<file path="src/rtl/rmii_rx_framer_if.sv">
// Signal bundle between an RMII PHY-side source and the receive framer.
// The master modport is the framer side. The slave modport is the PHY/consumer side.
interface rmii_rx_framer_if;
    logic        enable;
    logic        phy_rmii_crs;
    logic [1:0]  phy_rmii_rx_data;
    logic [7:0]  rx_data;
    logic        rx_valid;
    logic        rx_sof;
    logic        rx_eof;
    logic [10:0] rx_len;
    logic        rx_crc_ok;
    logic [2:0]  rx_err;
    logic [15:0] good_cnt;
    logic [15:0] bad_cnt;

    modport master (
        input  enable, phy_rmii_crs, phy_rmii_rx_data,
        output rx_data, rx_valid, rx_sof, rx_eof, rx_len, rx_crc_ok, rx_err,
               good_cnt, bad_cnt
    );
    modport slave (
        output enable, phy_rmii_crs, phy_rmii_rx_data,
        input  rx_data, rx_valid, rx_sof, rx_eof, rx_len, rx_crc_ok, rx_err,
               good_cnt, bad_cnt
    );
endinterface

</file>
<file path="src/rtl/rmii_rx_framer.sv">
// RMII receive framer. It detects the SFD, packs dibits into bytes LSB-first, and checks the FCS.
// It also flags long, short and misaligned frames and keeps saturating good/bad frame counters.
module rmii_rx_framer #(
    parameter int MIN_LEN = 64,
    parameter int MAX_LEN = 1518
) (
    input  logic             phy_rmii_clk,
    input  logic             sys_rst_n,
    rmii_rx_framer_if.master bus
);
    localparam logic [31:0] RESIDUE = 32'hDEBB20E3;
    localparam logic [10:0] MIN_L   = 11'(MIN_LEN);
    localparam logic [10:0] MAX_L   = 11'(MAX_LEN);

    typedef enum logic [1:0] {IDLE, PREAMBLE, DATA, DROP} state_t;

    state_t      state;
    logic [5:0]  sh;
    logic [1:0]  phase;
    logic [7:0]  buf_q;
    logic        buf_full;
    logic        sof_pend;
    logic [10:0] len;
    logic [31:0] crc;

    logic [7:0]  byte_new;
    logic        emit_ok;
    logic [2:0]  err_now;
    logic        good_now;

    function automatic logic [31:0] crc_byte(input logic [31:0] c, input logic [7:0] d);
        logic [31:0] r;
        r = c;
        for (int i = 0; i < 8; i++)
            r = (r >> 1) ^ (((r[0] ^ d[i]) == 1'b1) ? 32'hEDB88320 : 32'h0);
        return r;
    endfunction

    // len already counts the buffered byte, so it is also that byte's ordinal
    always_comb begin
        byte_new = {bus.phy_rmii_rx_data, sh};
        emit_ok  = buf_full && (len <= MAX_L);
        err_now  = {len > MAX_L, len < MIN_L, phase != 2'd0};
        good_now = (crc == RESIDUE) && (err_now == 3'b000);
    end

    always_ff @(posedge phy_rmii_clk or negedge sys_rst_n) begin
        if (!sys_rst_n) begin
            state         <= IDLE;
            sh            <= '0;
            phase         <= '0;
            buf_q         <= '0;
            buf_full      <= 1'b0;
            sof_pend      <= 1'b0;
            len           <= '0;
            crc           <= '1;
            bus.rx_data   <= '0;
            bus.rx_valid  <= 1'b0;
            bus.rx_sof    <= 1'b0;
            bus.rx_eof    <= 1'b0;
            bus.rx_len    <= '0;
            bus.rx_crc_ok <= 1'b0;
            bus.rx_err    <= '0;
            bus.good_cnt  <= '0;
            bus.bad_cnt   <= '0;
        end else begin
            bus.rx_valid <= 1'b0;
            bus.rx_sof   <= 1'b0;
            bus.rx_eof   <= 1'b0;
            case (state)
                IDLE: begin
                    sh       <= '0;
                    phase    <= '0;
                    buf_full <= 1'b0;
                    sof_pend <= 1'b1;
                    len      <= '0;
                    crc      <= '1;
                    if (bus.phy_rmii_crs)
                        state <= bus.enable ? PREAMBLE : DROP;
                end
                PREAMBLE: begin
                    if (!bus.phy_rmii_crs)                 state <= IDLE;
                    else if (bus.phy_rmii_rx_data == 2'b11) state <= DATA;
                    else if (bus.phy_rmii_rx_data == 2'b10) state <= DROP;
                end
                DATA: begin
                    if (bus.phy_rmii_crs) begin
                        sh    <= byte_new[7:2];
                        phase <= phase + 2'd1;
                        if (phase == 2'd3) begin
                            buf_q    <= byte_new;
                            buf_full <= 1'b1;
                            crc      <= crc_byte(crc, byte_new);
                            if (len != 11'h7FF) len <= len + 11'd1;
                            if (emit_ok) begin
                                bus.rx_valid <= 1'b1;
                                bus.rx_data  <= buf_q;
                                bus.rx_sof   <= sof_pend;
                                sof_pend     <= 1'b0;
                            end
                        end
                    end else begin
                        // Carrier dropped. Flush the held byte and publish the frame status.
                        state         <= IDLE;
                        bus.rx_eof    <= 1'b1;
                        bus.rx_len    <= len;
                        bus.rx_crc_ok <= (crc == RESIDUE);
                        bus.rx_err    <= err_now;
                        if (emit_ok) begin
                            bus.rx_valid <= 1'b1;
                            bus.rx_data  <= buf_q;
                            bus.rx_sof   <= sof_pend;
                        end
                        if (good_now) begin
                            if (bus.good_cnt != 16'hFFFF) bus.good_cnt <= bus.good_cnt + 16'd1;
                        end else begin
                            if (bus.bad_cnt != 16'hFFFF) bus.bad_cnt <= bus.bad_cnt + 16'd1;
                        end
                    end
                end
                DROP: if (!bus.phy_rmii_crs) state <= IDLE;
                default: state <= IDLE;
            endcase
        end
    end
endmodule
</file>
<file path="src/flat_wrapper.sv">
// flat-port wrapper written by rule: the top's interface ports become plain ports
module rmii_rx_framer_flat 
#(
    parameter int MIN_LEN = 64,
    parameter int MAX_LEN = 1518
)
  (phy_rmii_clk, sys_rst_n, bus_enable, bus_phy_rmii_crs, bus_phy_rmii_rx_data, bus_rx_data, bus_rx_valid, bus_rx_sof, bus_rx_eof, bus_rx_len, bus_rx_crc_ok, bus_rx_err, bus_good_cnt, bus_bad_cnt);
  rmii_rx_framer_if bus_i ();
  input  logic phy_rmii_clk;
  input  logic sys_rst_n;
  input wire logic [$bits(bus_i.enable)-1:0] bus_enable;
  input wire logic [$bits(bus_i.phy_rmii_crs)-1:0] bus_phy_rmii_crs;
  input wire logic [$bits(bus_i.phy_rmii_rx_data)-1:0] bus_phy_rmii_rx_data;
  output wire logic [$bits(bus_i.rx_data)-1:0] bus_rx_data;
  output wire logic [$bits(bus_i.rx_valid)-1:0] bus_rx_valid;
  output wire logic [$bits(bus_i.rx_sof)-1:0] bus_rx_sof;
  output wire logic [$bits(bus_i.rx_eof)-1:0] bus_rx_eof;
  output wire logic [$bits(bus_i.rx_len)-1:0] bus_rx_len;
  output wire logic [$bits(bus_i.rx_crc_ok)-1:0] bus_rx_crc_ok;
  output wire logic [$bits(bus_i.rx_err)-1:0] bus_rx_err;
  output wire logic [$bits(bus_i.good_cnt)-1:0] bus_good_cnt;
  output wire logic [$bits(bus_i.bad_cnt)-1:0] bus_bad_cnt;
  assign bus_i.enable = bus_enable;
  assign bus_i.phy_rmii_crs = bus_phy_rmii_crs;
  assign bus_i.phy_rmii_rx_data = bus_phy_rmii_rx_data;
  assign bus_rx_data = bus_i.rx_data;
  assign bus_rx_valid = bus_i.rx_valid;
  assign bus_rx_sof = bus_i.rx_sof;
  assign bus_rx_eof = bus_i.rx_eof;
  assign bus_rx_len = bus_i.rx_len;
  assign bus_rx_crc_ok = bus_i.rx_crc_ok;
  assign bus_rx_err = bus_i.rx_err;
  assign bus_good_cnt = bus_i.good_cnt;
  assign bus_bad_cnt = bus_i.bad_cnt;
  rmii_rx_framer #(.MIN_LEN(MIN_LEN), .MAX_LEN(MAX_LEN)) u_core (.phy_rmii_clk(phy_rmii_clk), .sys_rst_n(sys_rst_n), .bus(bus_i));
endmodule
</file>
<file path="config.mk">
export PLATFORM = sky130hd
export DESIGN_NAME = rmii_rx_framer_flat
export DESIGN_NICKNAME = d
export VERILOG_FILES = /design/src/rtl/rmii_rx_framer_if.sv /design/src/rtl/rmii_rx_framer.sv /design/src/flat_wrapper.sv
export SDC_FILE = /design/constraint.sdc
export NUM_CORES = 1
export LEC_CHECK = 0
export BUFFER_PORTS_ARGS = -buffer_cell sky130_fd_sc_hd__buf_2
export CORE_MARGIN = 4
export CORE_UTILIZATION = 40
export CTS_CLUSTER_SIZE = 10
export DETAILED_ROUTE_END_ITERATION = 6
export SLEW_MARGIN = 20
export SYNTH_ARGS = -nofsm -noshare
export SYNTH_HDL_FRONTEND = slang
export SYNTH_SLANG_ARGS = --single-unit
</file>
<file path="constraint.sdc">
create_clock -name phy_rmii_clk -period 6.4 [get_ports phy_rmii_clk]
set_input_delay 0.64 -clock phy_rmii_clk [delete_from_list [all_inputs] [get_ports phy_rmii_clk]]
set_output_delay 0.64 -clock phy_rmii_clk [all_outputs]
set_load 0.01 [all_outputs]
</file>
# --- Yosys cells after proc, flatten, opt, wreduce, memory -nomap -nowiden ---
# Index checks and enable logic that the tools add are counted.
totals:
  regBits: 121
  inputBits: 6
  out_inout_bits: 58
  elab_cells: 123
classes:
  add_sub_neg: 4
  n_lt_le_gt_ge: 3
  n_eq_ne: 18
  mux: 46
  bitwise_logic: 18
  n_reduce_logical: 17
ops:
  columns: ["op", "count"]
  rows:
  - ["two-way mux 32 bit", 10]
  - ["bitwise XOR 31 x 32 -> 32 bit", 8]
  - ["case mux 32 bit (2 select lines)", 1]
  - ["two-way mux 11 bit", 3]
  - ["adder 16 x 1 -> 16 bit, second input constant", 2]
  - ["== test 32 bit, second input constant", 1]
  - ["!= test 16 bit, second input constant", 2]
  - ["two-way mux 8 bit", 3]
  - ["case mux 11 bit (2 select lines)", 1]
  - ["AND reduction 4 bit", 4]
  - ["two-way mux 1 bit", 15]
  - ["two-way mux 2 bit", 7]
  - ["case mux 6 bit (2 select lines)", 1]
  - ["adder 11 x 1 -> 11 bit, second input constant", 1]
  - ["> comparator 11 bit, second input constant", 1]
  - ["less-or-equal comparator 11 bit, second input constant", 1]
  - ["< comparator 11 x 7 -> 1 bit, second input constant", 1]
  - ["!= test 11 bit, second input constant", 1]
  - ["== test 2 bit, second input constant", 5]
  - ["AND reduction 3 bit", 3]
  - ["!= test 2 x 1 -> 1 bit, second input constant", 4]
  - ["bitwise XOR 1 bit", 8]
  - ["two-way mux 6 bit", 1]
  - ["!= test 2 bit, second input constant", 3]
  - ["other kinds (13)", 19]

# --- Longest topological paths before layout ---
# Gate-level depths: netlist (run 1).
depth:
  depth_word: 27
  mapped_depth: 8
  mapped_depth_nobuf: 7

# --- Worst setup path after synthesis (run 1) ---
# Ideal clock, no wire load.
synth_timing:
  path_type: "reg2reg"
  startpoint: "register u_core.crc[7]"
  endpoint: "register u_core.bus.good_cnt[8] (netlist name)"
  setup_time_ns: 0.079
  arrival_ns: 2.211
  required_time_ns: 6.321
  slack_ns: 4.109
  stages_incl_launch_ff: 8
  path_buffers: 1
  synth_period_minus_slack_ns: 2.291
  cell_sequence: "dfstp_2 -> or4bb_2 -> nor4_4 -> and4_4 -> o2111ai_4 -> buf_6 -> nor3_1 -> xor2_1"
synth_via:
  elab_chain_cells: 3
synth_lines:
  columns: ["element", "line", "text"]
  rows:
  - ["start: declaration", "rmii_rx_framer.sv:24", "logic [31:0] crc;"]
  - ["start signal: assignment", "rmii_rx_framer.sv:93", "crc <= crc_byte(crc, byte_new);"]
  - ["== test 32 bit", "rmii_rx_framer.sv:44", "good_now = (crc == RESIDUE) && (err_now == 3'b000);"]
  - ["logical AND 1 bit", "rmii_rx_framer.sv:44", null]
  - ["AND reduction 4 bit (no line)", null, null]
  - ["end signal: assignment", "rmii_rx_framer.sv:115", "if (bus.good_cnt != 16'hFFFF) bus.good_cnt <= bus.good_cnt + 16'd1;"]
  - ["end: declaration", "rmii_rx_framer_if.sv:20", "good_cnt, bad_cnt"]
# No other way between the ends.
# A chain may end at the register's enable or synchronous reset.

# --- Worst setup path in the final report (run 1) ---
layout_timing:
  startpoint: "register u_core.state[1]"
  endpoint: "register u_core.bus.good_cnt[9] (netlist name)"
layout_via:
  elab_chain_cells: 2
layout_lines:
  columns: ["element", "line", "text"]
  rows:
  - ["start: declaration", "rmii_rx_framer.sv:17", "state_t state;"]
  - ["start signal: assignment", "rmii_rx_framer.sv:79", "state <= bus.enable ? PREAMBLE : DROP;"]
  - ["== test 2 bit", "rmii_rx_framer.sv:70", "case (state)"]
  - ["AND reduction 4 bit (no line)", null, null]
# No other way between the ends.

==> flow_summary_export.csv, run 1 <==
group,metric,value,unit
run_status,status,"finished clean",
floorplanning,dieArea,0.0169,mm^2
floorplanning,io_pins,64,
critical_path,path_buf_inv,1,
cts,clock-sinks,121,
placed_design,io_buffers,63,
critical_path,reg2reg_depth,6,
cts,cts-root-buf,"clkbuf_16",
critical_path,crit_path_top_delay_cell,"dfrtp_1",
yosys,netlist_instances,567,
sta,tns,0,ns
sta,setup_viol,0,
sta,drv_slew,0,
detailed_routing,wl_per_cell,15.4,um
cts,cts.repair.resized,0,
cells_and_area,utilization,48.0,%
floorplanning,core_area,0.0145,mm^2
sta,fin_skew,0.0121,ns
cts,post-cts-setup-buffers,0,
yosys,yosys_warnings,0,
detailed_routing,vias_per_cell,5.14,
yosys,async_flop_share,100,%
global_routing,grt_pass1_vias,4285,
sta,period_needed,3.15,ns
cells_and_area,layout-drive-gt1-share,24.1,%
sta,finalCritPeriodShare,49.2,%
detailed_routing,via_count,4251,
sta,worst_pin_slew,0.905,ns
global_routing,grt_overflow,0,
critical_path,arrival,3.48,ns
min_path,hold_class,"input port to asynchronous set/reset pin",
detailed_routing,dr.pass1.iters,4,
critical_path,crit_fanout,20,
cells_and_area,multi_input_area,0.00274,mm^2
floorplanning,die_w,130,um
yosys,ys_types,53,
cells_and_area,fillCellCount,1338,
critical_path,timing.rr.end,"u_core.bus.good_cnt[9]$_DFFE_PN0P_",
yosys,syn-num-nets,578,
sta,fmaxAchievable,318,MHz
critical_path,endpoint_kind,"flip-flop",
yosys,synth_area_leaders,"dfrtp_1 (37%), dfstp_2 (14%), xnor2_1 (8.2%), xor2_1 (7.5%), nand2_1 (4.9%)",
cts,hold_buffers,0,
cts,cts_tree,"yes",
global_routing,grt_pass1_wl,21600,um
floorplanning,die_y,130,um
cts,clockBufferDepth,2,
detailed_routing,wl,12800,um
detailed_routing,drcViolationCount,0,
cells_and_area,nets,641,
yosys,avgSynthCellArea,10.5,um^2
critical_path,required,6.73,ns
yosys,synth-seq-cells,121,
global_routing,grt_use_total,16.1,%
critical_path,worst-setup-path-type,"flip-flop to flip-flop",
global_routing,grt_start_max_net_pins,67,
placed_design,globalplace.congestion,0.835,
cells_and_area,regArea,0.00307,mm^2
cells_and_area,n_antenna_cell,0,
detailed_routing,postRouteAntennaNets,0,
sta,rsz0062_at_grt,"false",
cts,clk_latency,0.42,ns
yosys,synth_edf_count,0,
sta,whs,0.283,ns
yosys,yosysTopAreaCellShare,37.4,%
cts,cts_made_buffers,17,
yosys,synth_area_leader_cell,"dfrtp_1",
yosys,synth_seq_area_share,51.5,%
critical_path,path_delay_family,"simple AND/OR/NAND/NOR gates",
yosys,syn_area,0.00596,mm^2
power,ir_drop,0.000197,V
global_routing,antenna_found_initial,0,
placed_design,dp_hpwl,8700,um
flow_run,drv_cap,0,
detailed_routing,first_iter_violations,266,
sta,finalHoldViolCount,0,
yosys,ys.flop_type,"dfrtp_1",
floorplanning,placementRows,44,
cells_and_area,area_growth,17.0,%
power,powerDensity,269,mW/mm^2
critical_path,rrSetupSlack,3.25,ns
power,p_leak,0.00317,uW
critical_path,max_stage_delay,0.77,ns
cts,path_clk_slew,0.05,ns
sta,slew-limit-headroom,39.5,%
floorplanning,start_util,41.0,%
cts,cts_max_level,4,
critical_path,startpoint_type,"flip-flop",
critical_path,reg2reg_from,"u_core.state[1]$_DFFE_PN0P_",
critical_path,path_cells,"nand2b_1 -> or2_2 -> inv_1 -> o2111ai_4 -> nor4_1 -> xor2_1",
-- power breakdown --
group          switching [uW]  leakage (uW)  internal [uW]
combinational             120       0.00139           82.7
sequential               39.2       0.00153            798
clock                     314      0.000253            523
-- synth_stat cells, drive strengths merged (6+ instances only) --
cell type / instances
and4: 6
xnor2: 59
and3: 7
xor2: 51
inv: 19
dfstp: 32
nand2: 78
dfrtp: 89
nand3: 17
nor3: 43
mux2: 10
nand4: 6
o21ai: 21
nor2: 22
a21oi: 27
a22o: 8
clkbuf: 18
-- placed cells by master, fill, tap and decap left out, types with 5 or more instances in the layout --
cell type,instances
a21oi_1,27
a22o_1,8
and3_1,6
and4_1,5
buf_2,62
buf_4,5
clkbuf_1,9
clkbuf_16,17
dfrtp_1,89
dfstp_2,32
ha_1,5
inv_1,19
mux2_2,10
nand2_1,78
nand3_1,17
nand4_1,6
nand4b_1,5
nor2_1,20
nor3_1,37
nor3_2,5
o21ai_0,20
o22ai_1,5
xnor2_1,56
xor2_1,51
-- area by class of cell --
type                       instances  share of cell area [%]
sequential                       121                    44.0
multi-input combinational        404                    39.3
clock buffer                      29                    7.18
timing repair buffer              67                    4.99
tap                              184                    3.30
inverter                          19                    1.02
clock inverter                     3                   0.215
-- stage by stage --
step	power (uW)	cell area, um^2	std cells	worst slack (ns)
after global routing	1960	6970	827	2.97
after floorplan	976	5960	567	4.11
final	1880	6970	827	3.25
after CTS	1900	6970	827	3.19
after detailed placement	1050	6450	795	3.28
after global placement	1050	6450	795	3.53
-- sequential cells by signal, summed over array words and instances (netlist names), 3 cells and up --
register / flops
u_core.bus.good_cnt: 16
u_core.bus.bad_cnt: 16
u_core.len: 11
u_core.bus.rx_len: 11
u_core.bus.rx_data: 8
u_core.sh: 6
u_core.buf_q: 8
u_core.bus.rx_err: 3
u_core.crc: 32
-- routing by layer --
| layer | GRT usage [%] | share of wire (%) | vias up | wire length [um] |
|---|---|---|---|---|
| li1 | - | - | 2069 | - |
| met1 | 21.3 | 46 | 2087 | 5850 |
| met2 | 25.6 | 49 | 77 | 6200 |
| met3 | 4.50 | 4.1 | 18 | 524 |
| met4 | 5.50 | 1.4 | 0 | 182 |
| met5 | 0 | 0 | - | 0 |
-- cells by family (layout without fill, tap and decap cells) --
logic type,Yosys count,in the layout,synth area share [%]
fa+ha+maj,5,5,1.05
simple gates,203,203,17.7
flops,121,121,51.5
buf+inv,42,118,2.79
compound gates,74,74,8.02
xor+xnor,110,110,16.7
mux,12,12,2.23
-- worst max path at each step --
stage	start	end	slack, ns	cells past startpoint
3_5_place_dp	u_core.state[1]$_DFFE_PN0P_	u_core.bus.good_cnt[9]$_DFFE_PN0P_	3.28	6
4_1_cts	u_core.state[1]$_DFFE_PN0P_	u_core.bus.good_cnt[9]$_DFFE_PN0P_	3.19	6
6_report	u_core.state[1]$_DFFE_PN0P_	u_core.bus.good_cnt[9]$_DFFE_PN0P_	3.25	6
2_1_floorplan	u_core.crc[7]$_DFFE_PN1P_	u_core.bus.good_cnt[8]$_DFFE_PN0P_	4.11	7
3_3_place_gp	u_core.state[1]$_DFFE_PN0P_	u_core.bus.good_cnt[11]$_DFFE_PN0P_	3.53	6
5_1_grt	u_core.state[1]$_DFFE_PN0P_	u_core.bus.good_cnt[9]$_DFFE_PN0P_	2.97	6
Note: power is estimated with default switching activity, not from simulation.
==> run 2, diff against run 1 <==
- ABC_AREA: default -> 1
- clock period: 6.4 -> 3.15 ns (I/O delays scaled with it)
==> flow_summary_export.csv, run 2 <==
group,metric,value,unit
power,finalPower,5080,uW
cts,cts-root-buf,"clkbuf_16",
cells_and_area,layout-drive-gt1-share,18.5,%
sta,tns,0,ns
yosys,netlist_instances,889,
floorplanning,placementRows,47,
cells_and_area,fillCellCount,1659,
floorplanning,core_area,0.0168,mm^2
sta,finalHoldViolCount,0,
cells_and_area,reg_top3,"u_core.crc: 32 flops, u_core.bus.bad_cnt: 16 flops, u_core.bus.good_cnt: 16 flops",
cts,cts.repair.resized,0,
sta,whs,0.190,ns
cells_and_area,finalNonFillerCells,1193,
yosys,synth_area_leaders,"dfrtp_1 (32%), nand2_1 (15%), dfstp_2 (12%), xor2_1 (7.0%), inv_1 (5.9%)",
yosys,synth.most_common_cell,"nand2_1",
sta,slew-limit-headroom,52.8,%
critical_path,max_stage_delay,0.41,ns
power,powerDensity,633,mW/mm^2
cells_and_area,layout_commonest_cell,"nand2_1",
power,p_leak,0.00387,uW
global_routing,grt_start_max_net_pins,69,
yosys,synth_seq_area_share,44.4,%
yosys,async_flop_share,100,%
yosys,synth-seq-cells,121,
sta,worst_pin_slew,0.708,ns
cells_and_area,utilization,47.9,%
floorplanning,die_y,139,um
min_path,hold_class,"input port to flip-flop",
cts,cts_tree,"yes",
critical_path,crit_fanout,20,
detailed_routing,dr.pass1.iters,5,
cts,clk_latency,0.42,ns
yosys,synth_edf_count,0,
floorplanning,die_w,139,um
yosys,yosys_warnings,0,
floorplanning,dieArea,0.0194,mm^2
yosys,ys_types,41,
sta,setup_viol,0,
cts,clockBufferDepth,2,
global_routing,grt_pass1_wl,28800,um
yosys,ys_top_cells_by_count,"nand2_1 (272), inv_1 (109), dfrtp_1 (89), nor2_1 (61)",
placed_design,place_inst,1160,
placed_design,io_buffers,63,
critical_path,reg2reg_depth,11,
global_routing,grt_pass1_vias,5768,
run_status,status,"finished clean",
critical_path,startpoint_type,"flip-flop",
detailed_routing,vias_per_cell,4.92,
floorplanning,io_pins,64,
cells_and_area,mostFrequentLayoutCells,"nand2_1 (272), inv_1 (109), dfrtp_1 (89)",
cts,path_clk_slew,0.06,ns
yosys,syn_area,0.00690,mm^2
sta,fmaxAchievable,467,MHz
cells_and_area,regMostFlops,"u_core.crc",
flow_run,drv_cap,0,
critical_path,crit_path_top_delay_cell,"dfrtp_1",
critical_path,worst-setup-path-type,"flip-flop to flip-flop",
yosys,avgSynthCellArea,7.77,um^2
sta,finalCritPeriodShare,67.9,%
placed_design,globalplace.congestion,0.905,
power,ir_drop,0.000433,V
placed_design,dp_hpwl,12100,um
cells_and_area,n_antenna_cell,0,
detailed_routing,wl_per_cell,13.9,um
sta,drv_slew,0,
critical_path,path_cells,"nand2_1 -> nor2_4 -> nand2_2 -> inv_2 -> nor2_4 -> inv_2 -> nand2_2 -> nand2_2 -> nand2_1 -> nor2_1 -> nor2_1",
yosys,yosysTopAreaCellShare,32.3,%
critical_path,required,3.45,ns
yosys,ys.flop_type,"dfrtp_1",
detailed_routing,postRouteAntennaNets,0,
global_routing,grt_use_total,17.9,%
detailed_routing,first_iter_violations,332,
min_path,whs_path_depth,2,
cells_and_area,largest_reg_flops,32,
global_routing,antenna_found_initial,0,
critical_path,path_buf_inv,2,
yosys,syn-num-nets,900,
cts,cts_made_buffers,17,
detailed_routing,wl,16600,um
floorplanning,start_util,41.2,%
cts,cts_max_level,4,
cells_and_area,area_growth,16.2,%
critical_path,path_delay_family,"simple AND/OR/NAND/NOR gates",
critical_path,crit_top_cell,"nand2_2",
critical_path,cp.depth,11,
yosys,synth_area_leader_cell,"dfrtp_1",
sta,period_needed,2.14,ns
critical_path,arrival,2.44,ns
cells_and_area,nets,971,
critical_path,endpoint_kind,"flip-flop",
global_routing,grt_overflow,0,
detailed_routing,via_count,5871,
sta,fin_skew,0.0146,ns
cts,clock-sinks,121,
detailed_routing,drcViolationCount,0,
sta,rsz0062_at_grt,"false",
-- run 2: cells by family (layout without fill, tap and decap cells) --
logic type                 Yosys count  after routing  synth area share [%]
adders and majority gates            5              5                 0.906
buffers and inverters              135            219                  8.06
and+or+nand+nor                    447            447                  28.0
AOI/OAI and AO/OA                  111            111                  9.59
xor gates and xnor gates            70             70                  8.99
DFF                                121            121                  44.4
-- run 2: timing repair --
item | 4_1_cts | 5_1_grt
hold buffers | 1 | 0
hold endpoints to repair | 34 | 0
setup buffers | 0 | 0
-- run 2: worst register-to-register path, stage by stage, from the launching register on --
cell	delay, ns
dfrtp_1	0.41
nand2_1	0.12
nor2_4	0.13
nand2_2	0.07
inv_2	0.30
nor2_4	0.13
inv_2	0.24
nand2_2	0.11
nand2_2	0.22
nand2_1	0.12
nor2_1	0.11
nor2_1	0.05
-- run 2: worst paths after layout --
| kind | from | endpoint | slack [ns] |
|---|---|---|---|
| min in group asynchronous | sys_rst_n | u_core.bus.good_cnt[7]$_DFFE_PN0P_ | 0.48 |
| max in group asynchronous | sys_rst_n | u_core.crc[16]$_DFFE_PN1P_ | 1.80 |
| worst min-delay path | bus_phy_rmii_crs | u_core.bus.rx_eof$_DFF_PN0_ | 0.19 |
| worst max-delay path | u_core.state[1]$_DFFE_PN0P_ | u_core.len[4]$_DFFE_PN0P_ | 1.01 |
| worst max register to register | u_core.state[1]$_DFFE_PN0P_ | u_core.len[4]$_DFFE_PN0P_ | 1.01 |
| worst min register to register | u_core.bus.rx_data[3]$_DFFE_PN0P_ | u_core.bus.rx_data[3]$_DFFE_PN0P_ | 0.47 |
-- run 2: stage by stage --
stage	area [um^2]	worst slack, ns
after floorplan	6900	1.44
after global placement	7440	1.04
after detailed placement	7440	0.981
after CTS	8020	1.02
after global routing	8020	0.835
final	8020	1.01
-- run 2: final cells by class --
cell class              count  area [um^2]  area share, %
flip-flops and latches    121         3070           38.2
repair buffers             70          385           4.80
inverters                 117          439           5.47
clock inverters            13          123           1.53
clock buffers              19          453           5.65
well taps                 220          275           3.43
multi-input cells         633         3280           40.9
-- run 2: layer usage --
| metal | track usage [%] | share of wire, % |
|---|---|---|
| met3 | 3.53 | 4.3 |
| met4 | 6.13 | 1.9 |
| met2 | 28.8 | 47 |
| met5 | 0 | 0 |
| met1 | 24.3 | 47 |
-- run 2: where the power goes --
part           switching [uW]  internal (uW)  total (uW)
Clock                     740           1130        1870
Combinational             930            414        1340
Sequential                137           1730        1870
Total                    1810           3270        5080
